## src/rtl/spi_adc_responder.sv

```systemverilog
// Avalon-ST command/response front end for an LTC2308-style 8-channel SPI ADC.
// Each frame configures the next conversion while reading back the previous one.
module spi_adc_responder #(
    parameter int CLK_DIV     = 2,
    parameter int CONV_CYCLES = 80
) (
    input  logic        clk,
    input  logic        reset_n,
    input  logic        cmd_valid,
    input  logic [4:0]  cmd_channel,
    input  logic        cmd_sop,
    input  logic        cmd_eop,
    output logic        cmd_ready,
    output logic        rsp_valid,
    output logic [4:0]  rsp_channel,
    output logic [11:0] rsp_data,
    output logic        rsp_sop,
    output logic        rsp_eop,
    output logic        cmd_err,
    output logic        adc_convst,
    output logic        adc_sck,
    output logic        adc_sdi,
    input  logic        adc_sdo
);
    localparam int CONV_W = $clog2(CONV_CYCLES + 1);
    localparam int PH_W   = $clog2(CLK_DIV + 1);

    typedef enum logic [1:0] {IDLE, CONV, SHIFT, DONE} state_t;

    state_t            state, state_nxt;
    logic [CONV_W-1:0] conv_cnt;
    logic [PH_W-1:0]   ph_cnt;
    logic [3:0]        bit_cnt;
    logic [2:0]        ch, prev_ch;
    logic              prev_valid;
    logic [11:0]       cfg_sr, sdo_sr, sdo_nxt;
    logic              sck_q;
    logic              cmd_legal, conv_last, ph_last, sample_now, shift_last;
    logic              unused_inputs;

    assign unused_inputs = cmd_sop ^ cmd_eop;

    assign cmd_legal  = (cmd_channel >= 5'd1) && (cmd_channel <= 5'd8);
    assign conv_last  = (conv_cnt == CONV_W'(CONV_CYCLES - 1));
    assign ph_last    = (ph_cnt == PH_W'(CLK_DIV - 1));
    // Capture SDO in the first cycle SCK is high; the ADC updates it on the falling edge.
    assign sample_now = sck_q && (ph_cnt == '0);
    assign shift_last = sck_q && ph_last && (bit_cnt == 4'd11);
    assign sdo_nxt    = sample_now ? {sdo_sr[10:0], adc_sdo} : sdo_sr;

    assign adc_sck  = sck_q;
    assign adc_sdi  = cfg_sr[11];
    assign rsp_sop  = rsp_valid;
    assign rsp_eop  = rsp_valid;

    always_ff @(posedge clk or negedge reset_n) begin
        if (!reset_n) state <= IDLE;
        else          state <= state_nxt;
    end

    always_comb begin
        state_nxt = state;
        cmd_ready = 1'b0;
        case (state)
            IDLE: begin
                cmd_ready = 1'b1;
                if (cmd_valid && cmd_legal) state_nxt = CONV;
            end
            CONV:    if (conv_last)  state_nxt = SHIFT;
            SHIFT:   if (shift_last) state_nxt = DONE;
            DONE:    state_nxt = IDLE;
            default: state_nxt = IDLE;
        endcase
    end

    always_ff @(posedge clk or negedge reset_n) begin
        if (!reset_n) begin
            conv_cnt    <= '0;
            ph_cnt      <= '0;
            bit_cnt     <= '0;
            ch          <= '0;
            prev_ch     <= '0;
            prev_valid  <= 1'b0;
            cfg_sr      <= '0;
            sdo_sr      <= '0;
            sck_q       <= 1'b0;
            adc_convst  <= 1'b0;
            cmd_err     <= 1'b0;
            rsp_valid   <= 1'b0;
            rsp_channel <= '0;
            rsp_data    <= '0;
        end else begin
            cmd_err   <= 1'b0;
            rsp_valid <= 1'b0;
            case (state)
                IDLE: begin
                    if (cmd_valid) begin
                        if (cmd_legal) begin
                            ch         <= cmd_channel[2:0] - 3'd1;
                            conv_cnt   <= '0;
                            adc_convst <= 1'b1;
                        end else begin
                            cmd_err <= 1'b1;
                        end
                    end
                end
                CONV: begin
                    conv_cnt <= conv_cnt + CONV_W'(1);
                    if (conv_cnt == CONV_W'(1)) adc_convst <= 1'b0;
                    if (conv_last) begin
                        ph_cnt  <= '0;
                        bit_cnt <= '0;
                        sck_q   <= 1'b0;
                        // S/D, O/S, S1, S0, UNI, SLP followed by six zero bits
                        cfg_sr  <= {1'b1, ch[0], ch[2], ch[1], 1'b1, 1'b0, 6'b0};
                    end
                end
                SHIFT: begin
                    sdo_sr <= sdo_nxt;
                    if (ph_last) begin
                        ph_cnt <= '0;
                        sck_q  <= ~sck_q;
                        if (sck_q) begin
                            bit_cnt <= bit_cnt + 4'd1;
                            cfg_sr  <= {cfg_sr[10:0], 1'b0};
                        end
                    end else begin
                        ph_cnt <= ph_cnt + PH_W'(1);
                    end
                    // The word read now belongs to the conversion set up by the previous frame.
                    if (shift_last && prev_valid) begin
                        rsp_valid   <= 1'b1;
                        rsp_channel <= {2'b00, prev_ch} + 5'd1;
                        rsp_data    <= sdo_nxt;
                    end
                end
                DONE: begin
                    prev_ch    <= ch;
                    prev_valid <= 1'b1;
                end
                default: ;
            endcase
        end
    end
endmodule

```

## config.mk

```make
export PLATFORM = sky130hd
export DESIGN_NAME = spi_adc_responder
export DESIGN_NICKNAME = d
export VERILOG_FILES = /design/src/rtl/spi_adc_responder.sv
export SDC_FILE = /design/constraint.sdc
export NUM_CORES = 1
export LEC_CHECK = 0
export CORE_AREA = 4 4 105 107
export DETAILED_ROUTE_END_ITERATION = 16
export DIE_AREA = 0 0 109 111
export GPL_TIMING_DRIVEN = 1
export PLACE_DENSITY = 0.52
export SYNTH_ARGS = -nofsm -noshare
export SYNTH_HDL_FRONTEND = slang
export SYNTH_SLANG_ARGS = --single-unit
```

## constraint.sdc

```tcl
create_clock -name clk -period 3.9 [get_ports clk]
set_clock_uncertainty 0.15 [all_clocks]
set_input_delay 0.78 -clock clk [delete_from_list [all_inputs] [get_ports clk]]
set_output_delay 0.78 -clock clk [all_outputs]
set_load 0.02 [all_outputs]
```

# --- After elaboration in Yosys (flattened, before gate mapping) ---
# Cells that the tools add are included.
# Widths: inputs -> output; s select.
word_totals:
  ff_bits: 67
  wordCells: 88
  output_inout_bits: 25
classes:
  n_addsub: 5
  reduce_logical: 18
  n_mux: 32
  order_cmp: 2
  n_eq_ne: 15
  bitwise_logic: 1
ops:
  columns: ["cell", "count"]
  rows:
  - ["$mux 12", 4]
  - ["$pmux 12 s2", 1]
  - ["$ne 2x2->1 const B", 8]
  - ["$mux 7", 2]
  - ["$pmux 7 s2", 1]
  - ["$mux 4", 3]
  - ["$reduce_and 3->1", 4]
  - ["$mux 1", 11]
  - ["$mux 2", 5]
  - ["$pmux 2 s4", 1]
  - ["$pmux 4 s2", 1]
  - ["$reduce_and 4->1", 2]
  - ["$add 7x1->7 const B", 1]
  - ["$eq 7x1->1 const B", 1]
  - ["$eq 7x7->1 const B", 1]
  - ["$logic_and 1x1->1", 6]
  - ["$ge 5x1->1 const B", 1]
  - ["$le 5x4->1 const B", 1]
  - ["$add 3x1->4 const B", 1]
  - ["$add 4x1->4 const B", 1]
  - ["$eq 2x1->1 const B", 2]
  - ["$eq 2x2->1 const B", 2]
  - ["$eq 4x4->1 const B", 1]
  - ["$logic_not 2->1", 2]
  - ["7 further kinds", 10]

# --- Logic depth before layout (Yosys ltp) ---
# Gate-level depths: netlist of run 1.
logic_depth:
  depth_word: 6
  mapped_depth: 7

# --- Worst setup path after synthesis of run 1 ---
# OpenSTA, ideal clock, no wires.
synth_timing:
  kind: "input port to flip-flop"
  from: "input cmd_channel[1]"
  to: "register state[1]"
  arrival_ns: 2.071
  path_slack_ns: 1.551
  cell_stages: 6
  required_ns: 3.622
  cell_sequence: "inv_1 > ha_1 > nor4_2 > o221a_4 > a211oi_4 > mux2_1"
synth_between:
  elab_chain_len: 5
  word_cells_on_any_way: 6
  cone_classes: "2 x order compare; 1 x eq/ne; 3 x reduce/logical"
synth_lines:
  columns: ["item", "line_no", "source"]
  rows:
  - ["start, declared", "10", "input logic [4:0] cmd_channel,"]
  - ["$ge 5x1->1 or $le 5x4->1 (tied branches)", "43", "assign cmd_legal = (cmd_channel >= 5'd1) && (cmd_channel <= 5'd8);"]
  - ["$logic_and 1x1->1 *", "43", null]
  - ["$logic_and 1x1->1 *", "67", "if (cmd_valid && cmd_legal) state_nxt = CONV;"]
  - ["$ne 2x2->1 (no source line) *", null, null]
  - ["$reduce_and 3->1 (no source line) *", null, null]
  - ["end signal, assigned", "58", "else state <= state_nxt;"]
  - ["end, declared", "30", "state_t state, state_nxt;"]
# Mark *: on every way between the ends. The rest lies on a longest branch, timed or not.
# A chain may end at the register's enable or synchronous reset.

# --- Worst setup path after layout of run 1 ---
layout_timing:
  from: "register state[0]"
  to: "output cmd_ready"
layout_between:
  elab_chain_len: 2
layout_lines:
  columns: ["item", "line_no", "source"]
  rows:
  - ["$logic_not 2->1", "64", "case (state)"]
  - ["$mux 1", "64", null]
  - ["end, declared", "13", "output logic cmd_ready,"]
# Every way passes these cells.

==> impl_metrics.ini, run 1 <==
[run]
drv.max_cap_violation_count = 0

[synth]
post_synth.cell_area_avg_um2 = 11.39
synth.yosys.warnings = 0
netlist.top_cell.by_area = dfrtp_1
synth.top_cells.by_area = dfrtp_1 (50%), mux2_2 (9.5%), mux2i_1 (5.1%)
yosys.area.top_type_share_pct = 50.06
count_of_unique_library_cells_instantiated_by_yosys = 49
share_of_synthesized_registers_carrying_an_async_set_or_reset_pct = 100.0
ys.flop_type = dfrtp_1
syn-num-nets = 281
post_synth_inst_count = 259
yosys_register_bits = 59
synth_edf_count = 0
netlist_area_um2 = 2949
yosysSeqAreaShare_pct = 50.06

[power_and_ir_drop]
max-vdd-ir-drop_v = 0.0003278
leakagePower_uw = 0.001547
cellPowerDensity_nw_per_um2 = 592.1

[sta]
fmax_ghz = 0.3548
maxSlewViolCount = 0
max_slew.worst_pin.slew_ns = 1.172
fin_tns_setup_ns = 0
finalCriticalPeriod_ns = 2.819
hold_viol_final = 0
unrepaired_setup_endpoints_after_global_routing = no
finalSetupViolations = 0
timing.final.ws_setup_ns = 1.081
max-slew-margin-rel_pct = 21.42
hold-worst-slack_ns = 0.3258
period_utilization_post_route_pct = 72.28

[clock_tree]
ctsRootBufferMaster = clkbuf_8
cts_tree = built
ctsResizeCount = 0
cts.hold.buffers_added = 0
clk_pin_slew_ns = 0.07
clock_network_latency_to_the_later_pin_of_the_worst_skew_pair_ns = 0.34
cts_made_buffers = 9
clkSinkCount = 59
ctsLongestPathBuffers = 2
htreeDepth = 3
cts_setup_buffers = 0

[layout]
num-nets-final = 314
drive_gt1_share_pct = 19.87
antenna_cells_inserted = 0
area.growth.synth_to_final_pct = 21.85
finalCoreUtilization_pct = 35.44
fillerInstances = 1028

[place]
buffer_ports.inserted = 32
gp_congestion = 0.7435
dp_worst_setup_slack_ns = 0.8615
hpwl_after_detailed_placement_um = 3754

[drt]
routed-wl-met2_um = 2442
amount_of_wire_on_met3_after_detailed_routing_um = 289
route.vias.total = 2006
drt_first_iter_violations = 97
wire_per_inst_um = 12.50
drt_wl_total_um = 5411
dr_top_layer = met4
final_antenna_net_count = 0
route.layer.met1.wl_um = 2603
drcViolationCount = 0
viasPerCell = 4.633
dr.pass1.iters = 4

[outcome]
outcome = completed

[floorplanning]
io_pins = 36
chipWidth_um = 109
die_area_um2 = 12100
die_height_um = 111
initial_utilization_pct = 29.09
fp-row-count = 37
core_region_area_um2 = 10140

[worst_hold_path]
holdCritPathClass = reg -> reg

[critical_path]
worst_ep_required_time_ns = 2.97
reg2reg_setup_slack_ns = 1.37
setup.worst_path.class = reg -> out
crit_path_start_kind = flop
arrival_ns = 1.89
critPathMaxFanout = 8
timing.critical_path.to_type = output pin

[grt]
grt_max_degree = 39
grt_pass1_wl_um = 9280
grt.total_usage_pct = 9.635
first_global_vias = 1962
antenna_found_initial = 0
grt.overflow.total = 0
==> report_power, final <==
part	switching [uW]	total (uW)	internal, uW	leakage [uW]
Sequential	120	855	735	0.000769
Clock	251	563	312	0.0000987
Combinational	371	710	339	0.000680
==> cells in the final DEF, fill, tap and decap left out, types with 3 or more instances in the layout <==
cell type,count
nor2_1,5
nor3_1,7
mux2_2,25
nand3_1,10
dfrtp_1,59
nand2_1,25
clkdlybuf4s50_1,31
a221o_1,4
inv_1,13
and3_1,4
o21ai_0,19
nor2b_1,4
buf_4,3
mux2i_1,15
clkbuf_8,10
or2_2,3
a21o_1,3
ha_1,11
==> sequential cells by signal, indices dropped and copies added (netlist names) <==
register,flops
adc_convst,1
cmd_err,1
ch,3
cfg_sr,5
rsp_data,12
ph_cnt,2
sdo_sr,12
rsp_channel,4
rsp_eop,1
prev_valid,1
conv_cnt,7
bit_cnt,4
adc_sck,1
prev_ch,3
state,2
==> metrics by stage <==
step           area (um^2)  std cells  power, uW
2_1_floorplan         2949        259       1392
3_3_place_gp          3392        417       1572
3_5_place_dp          3392        417       1584
4_1_cts               3593        433       2164
5_1_grt               3593        433       2283
6_report              3593        433       2128
==> Yosys cell counts (2+ instances only) <==
master,count
nand3_1,10
nor4_1,2
clkbuf_1,6
buf_2,4
and2_1,2
nand4bb_1,2
ha_1,11
a21o_1,3
nor4_2,2
nor3_1,7
mux2i_1,15
mux2_2,25
inv_1,13
buf_4,3
a31oi_1,2
o31ai_1,2
a221o_1,4
xor2_1,2
a21oi_1,2
nand2_1,25
nor2_1,5
o21ai_0,19
or2_2,3
dfrtp_1,59
and3_1,4
nor2b_1,4
==> kinds of logic after synthesis <==
group,count (synthesis),synth area share (%)
flip-flops,59,50.06
adder cells (fa/ha/maj),11,4.667
multiplexers,41,15.02
buffers and inverters,26,3.861
AO/OA/AOI/OAI,45,11.84
XOR/XNOR,3,0.8911
AND/OR/NAND/NOR,73,13.53
other,1,0.1272
==> worst max-delay path: stages, from the launching register on <==
cell,delay (ns)
dfrtp_1,0.42
inv_1,0.10
ha_1,0.36
clkdlybuf4s50_1,0.68
==> final cells by class <==
cell class	instances	area [um^2]	share of cell area (%)
Clock inverter	6	63.81	1.776
Tap cell	136	170.2	4.735
Sequential cell	59	1476	41.09
Inverter	13	48.80	1.358
Timing Repair Buffer	35	337.8	9.401
Multi-Input combinational cell	174	1359	37.81
Clock buffer	10	137.6	3.830
==> routing by layer <==
| metal | vias up | GRT usage (%) |
|---|---|---|
| met3 | 9 | 3.611 |
| met2 | 42 | 14.58 |
| met1 | 962 | 12.45 |
| li1 | 993 | - |
| met5 | - | 0 |
| met4 | 0 | 3.535 |
==> worst paths after layout <==
path | start | endpoint | depth (start not counted)
hold / removal | prev_valid$_DFFE_PN0N_ | prev_valid$_DFFE_PN0N_ | 1
setup / recovery | state[0]$_DFFE_PN0P_ | cmd_ready | 3
hold reg to reg | prev_valid$_DFFE_PN0N_ | prev_valid$_DFFE_PN0N_ | 1
max in group asynchronous | reset_n | cfg_sr[9]$_DFFE_PN0P_ | 2
setup reg to reg | state[0]$_DFFE_PN0P_ | sdo_sr[7]$_DFFE_PN0P_ | 6
min in group asynchronous | reset_n | rsp_data[7]$_DFFE_PN0P_ | 1
Power figures use the tool's default switching activity.
==> run 2, diff against run 1 <==
- clock period: 3.9 -> 2.6 ns (I/O delays scaled with it)
==> impl_metrics.ini, run 2 (synthesis gave the netlist of run 1 again) <==
[outcome]
outcome = completed

[power_and_ir_drop]
switching_share_pct = 33.92
seq_power_share_pct = 39.3
power_report.internal_total_uw = 2148
total_power_uw = 3251
leakagePower_uw = 0.001605
max-vdd-ir-drop_v = 0.0005252
total_switching_power_uw = 1103
power.combinational.fraction_pct = 34.8
cellPowerDensity_nw_per_um2 = 881.4
clock_power_share_pct = 25.9

[drt]
route.vias.total = 2027
drcViolationCount = 0
drt_first_iter_violations = 65
wire_per_inst_um = 12.47
dr.pass1.iters = 5
final_antenna_net_count = 0
viasPerCell = 4.576
drt_wl_total_um = 5525

[grt]
first_global_vias = 2045
grt.overflow.total = 0
grt_max_degree = 60
grt_pass1_wl_um = 9646
antenna_found_initial = 0
grt.total_usage_pct = 9.943

[layout]
num-nets-final = 325
antenna_cells_inserted = 0
layout_commonest_cell = dfrtp_1
drive_gt1_share_pct = 22.48
fillerInstances = 1006
most-common-layout-cells = dfrtp_1 (59), clkdlybuf4s50_1 (31), nand2_1 (25), mux2_2 (25), o21ai_0 (19)
reg_top3 = rsp_data (12), sdo_sr (12), conv_cnt (7)
finalCoreUtilization_pct = 36.38
area.growth.synth_to_final_pct = 25.07

[clock_tree]
ctsRootBufferMaster = clkbuf_8
ctsLongestPathBuffers = 2
clock_network_latency_to_the_later_pin_of_the_worst_skew_pair_ns = 0.34
clkSinkCount = 59
ctsResizeCount = 0
cts_made_buffers = 9
htreeDepth = 3
clk_pin_slew_ns = 0.07
cts_tree = built
cts_setup_buffers = 0
cts.hold.buffers_added = 0

[sta]
period_utilization_post_route_pct = 89.34
finalCriticalPeriod_ns = 2.323
maxSlewViolCount = 0
finalSetupViolations = 0
hold_viol_final = 0
unrepaired_setup_endpoints_after_global_routing = no
fmax_ghz = 0.4305

[place]
gp_congestion = 0.7491
hpwl_after_detailed_placement_um = 3853
buffer_ports.inserted = 32

[floorplanning]
die_height_um = 111
core_region_area_um2 = 10140
io_pins = 36
fp-row-count = 37
chipWidth_um = 109
initial_utilization_pct = 29.09
die_area_um2 = 12100

[worst_hold_path]
holdCritPathClass = in -> async

[critical_path]
worst_ep_required_time_ns = 1.93
setup.worst_path.class = reg -> out
timing.critical_path.to_type = output pin
arrival_ns = 1.65
crit_path_start_kind = flop
critPathMaxFanout = 4

[run]
drv.max_cap_violation_count = 0
run 2: cell count changes in the layout (fill, tap and decap cells not counted), sizes merged:
cell,delta
buf,+11
clkbuf,+1
clkinv,-1
inv,-1
run 2: routing by layer:
layer	global-route usage, %	wire length [um]
met3	3.611	288
met5	0	0
met1	12.69	2607
met4	3.956	99
met2	15.15	2530
run 2: path summary, 6_finish.rpt:
kind                            cells after the start  slack (ns)                     from                 endpoint
worst max-delay path                                3        0.28     state[0]$_DFFE_PN0P_                cmd_ready
worst min-delay path                                2        0.03                  reset_n  rsp_data[3]$_DFFE_PN0P_
worst max register to register                      5        0.46  conv_cnt[0]$_DFFE_PN0P_    cfg_sr[8]$_DFFE_PN0P_
worst min register to register                      1        0.32   prev_valid$_DFFE_PN0N_   prev_valid$_DFFE_PN0N_
max in group asynchronous                           2        2.01                  reset_n        ch[2]$_DFFE_PN0P_
min in group clk                                    1        0.32   prev_valid$_DFFE_PN0N_   prev_valid$_DFFE_PN0N_
run 2: worst max-delay path, stage by stage (launching register included):
cell             delay [ns]
dfrtp_1                0.41
inv_1                  0.09
ha_1                   0.19
clkdlybuf4s50_1        0.62
run 2: layout make-up:
cell class                 instances  area [um^2]  share of cell area (%)
clock inverter                     4        50.05                   1.357
sequential                        59         1476                   40.03
clock buffer                      11        151.4                   4.104
tap                              136        170.2                   4.613
timing repair buffer              46        432.9                   11.74
multi-input combinational        174         1359                   36.84
inverter                          13        48.80                   1.323
run 2: per-stage QoR:
step	setup TNS [ns]	std cells	setup WS, ns	instance area, um^2	hold WS (ns)
2_1_floorplan	0	259	0.4827	2949	0.07441
3_3_place_gp	-0.0004856	428	-0.0004856	3487	0.3048
3_5_place_dp	-0.05418	428	-0.05418	3487	0.3127
4_1_cts	0	443	0.2445	3689	0.02841
5_1_grt	0	443	0.1574	3689	0.05453
6_report	0	443	0.2772	3689	0.03216
run 2: power groups by stage:
| stage | Clock, uW | Sequential [uW] | Combinational, uW |
|---|---|---|---|
| 6_report | 843 | 1280 | 1130 |
| 5_1_grt | 917 | 1310 | 1260 |
| 4_1_cts | 880 | 1280 | 1150 |
| 3_5_place_dp | 0 | 1300 | 1140 |
| 3_3_place_gp | 0 | 1290 | 1130 |
| 2_1_floorplan | 0 | 1260 | 833 |
==> run 3, diff against run 2 <==
- CAP_MARGIN: not set -> 20
- RECOVER_POWER: not set -> 50
- TNS_END_PERCENT: not set -> 5
==> impl_metrics.ini, run 3 (synthesis gave the netlist of run 1 again) <==
[worst_hold_path]
holdCritPathClass = reg -> reg
whs_endpoint = prev_valid$_DFFE_PN0N_
hold_start = prev_valid$_DFFE_PN0N_
worstHoldPathCells = 1

[power_and_ir_drop]
max-vdd-ir-drop_v = 0.0005252
leakagePower_uw = 0.001596
cellPowerDensity_nw_per_um2 = 882.9

[drt]
dr.pass1.iters = 5
drcViolationCount = 0
viasPerCell = 4.576
drt_first_iter_violations = 64
wire_per_inst_um = 12.47
drt_wl_total_um = 5522
final_antenna_net_count = 0
route.vias.total = 2027

[sta]
max_slew.worst_pin.slew_ns = 1.458
hold-worst-slack_ns = 0.3222
fmax_ghz = 0.4276
unrepaired_setup_endpoints_after_global_routing = no
max-slew-margin-rel_pct = 2.774
finalCriticalPeriod_ns = 2.338
finalSetupViolations = 0
timing.final.ws_setup_ns = 0.2616
hold_viol_final = 0
maxSlewViolCount = 0
period_utilization_post_route_pct = 89.94

[floorplanning]
die_height_um = 111
initial_utilization_pct = 29.09
die_area_um2 = 12100
chipWidth_um = 109
io_pins = 36
core_region_area_um2 = 10140
fp-row-count = 37

[critical_path]
timing.critical_path.cells = clkdlybuf4s50_1, inv_1, ha_1, nor4_2, clkbuf_1, o221a_4, a211oi_4, mux2_1
regToRegEndpoint = cfg_sr[8]$_DFFE_PN0P_
startpoint_of_the_worst_register_to_register_path = conv_cnt[0]$_DFFE_PN0P_
critical_path.top_delay_family = buffers and inverters
r2r.worst_path.cells = 5
cp_slowest_stage_delay_ns = 0.48
timing.critical_path.to_type = flop
worst_path_max_delay_cell = clkdlybuf4s50_1
reg2reg_setup_slack_ns = 0.46
worst_ep_required_time_ns = 2.66
critPathMaxFanout = 7
setup.worst_path.class = in -> reg
crit_path_start_kind = input port
critical_path_buf_inv_count = 3
arrival_ns = 2.40

[clock_tree]
ctsLongestPathBuffers = 2
clk_pin_slew_ns = 0.06
clkSinkCount = 59
clock_network_latency_to_the_later_pin_of_the_worst_skew_pair_ns = 0.34
cts_tree = built
cts.hold.buffers_added = 0
cts_setup_buffers = 0
cts_made_buffers = 9
htreeDepth = 3
ctsResizeCount = 0
ctsRootBufferMaster = clkbuf_8

[outcome]
outcome = completed

[grt]
grt.total_usage_pct = 9.943
grt_max_degree = 60
grt_pass1_wl_um = 9646
grt.overflow.total = 0
first_global_vias = 2045
antenna_found_initial = 0

[layout]
multi_input_comb_area_um2 = 1359
post-route-cell-area_um2 = 3662
fillerInstances = 1006
area.growth.synth_to_final_pct = 24.18
antenna_cells_inserted = 0
layout_commonest_cell = dfrtp_1
storage_element_area_um2 = 1476
drive_gt1_share_pct = 21.50
most-common-layout-cells = dfrtp_1 (59), clkdlybuf4s50_1 (29), nand2_1 (25), mux2_2 (25), o21ai_0 (19)
reg_top3 = rsp_data (12), sdo_sr (12), conv_cnt (7)
num-nets-final = 325
cell_count_final_fillers_out = 443

[place]
dp_worst_setup_slack_ns = -0.05418
hpwl_after_detailed_placement_um = 3853
dpl-instance-area_um2 = 3487
numPlacedInstances = 428
gp_congestion = 0.7491
buffer_ports.inserted = 32

[run]
drv.max_cap_violation_count = 0
==> run 3: worst max path at each step <==
stage,to,startpoint,cells past startpoint,slack [ns]
final,state[1]$_DFFE_PN0P_,cmd_channel[1],8,0.26
after global routing,cmd_ready,state[0]$_DFFE_PN0P_,3,0.16
after CTS,cmd_ready,state[0]$_DFFE_PN0P_,3,0.24
after detailed placement,state[1]$_DFFE_PN0P_,cmd_channel[0],7,-0.05
after global placement,state[1]$_DFFE_PN0P_,cmd_channel[1],8,-0.0005
after floorplan,sdo_sr[10]$_DFFE_PN0P_,state[0]$_DFFE_PN0P_,7,0.48
==> run 3: per-stage QoR <==
stage	total power (uW)	TNS, ns	utilization, %
2_1_floorplan	2088	0	-
3_3_place_gp	2422	-0.0004856	34.39
4_1_cts	3313	0	36.38
6_report	3233	0	36.12
3_5_place_dp	2442	-0.05418	34.39
5_1_grt	3475	0	36.12
==> run 3: cell type report <==
class | instances | share of cell area, %
Tap cell | 136 | 4.646
Inverter | 13 | 1.332
Clock inverter | 4 | 1.367
Multi-Input combinational cell | 174 | 37.10
Clock buffer | 11 | 4.134
Timing Repair Buffer | 46 | 11.10
Sequential cell | 59 | 40.31
==> run 3: layer usage <==
layer / vias to the layer above / track usage [%] / wire length (um)
li1: 1008 / - / -
met1: 964 / 12.69 / 2611
met2: 46 / 15.15 / 2523
met3: 9 / 3.611 / 288
met4: 0 / 3.956 / 99
met5: - / 0 / 0
==> run 3: where the power goes <==
group	internal [uW]	leakage, uW	total [uW]	switching (uW)
clock	487	0.0000974	843	356
sequential	1100	0.000769	1280	173
combinational	541	0.000729	1110	573
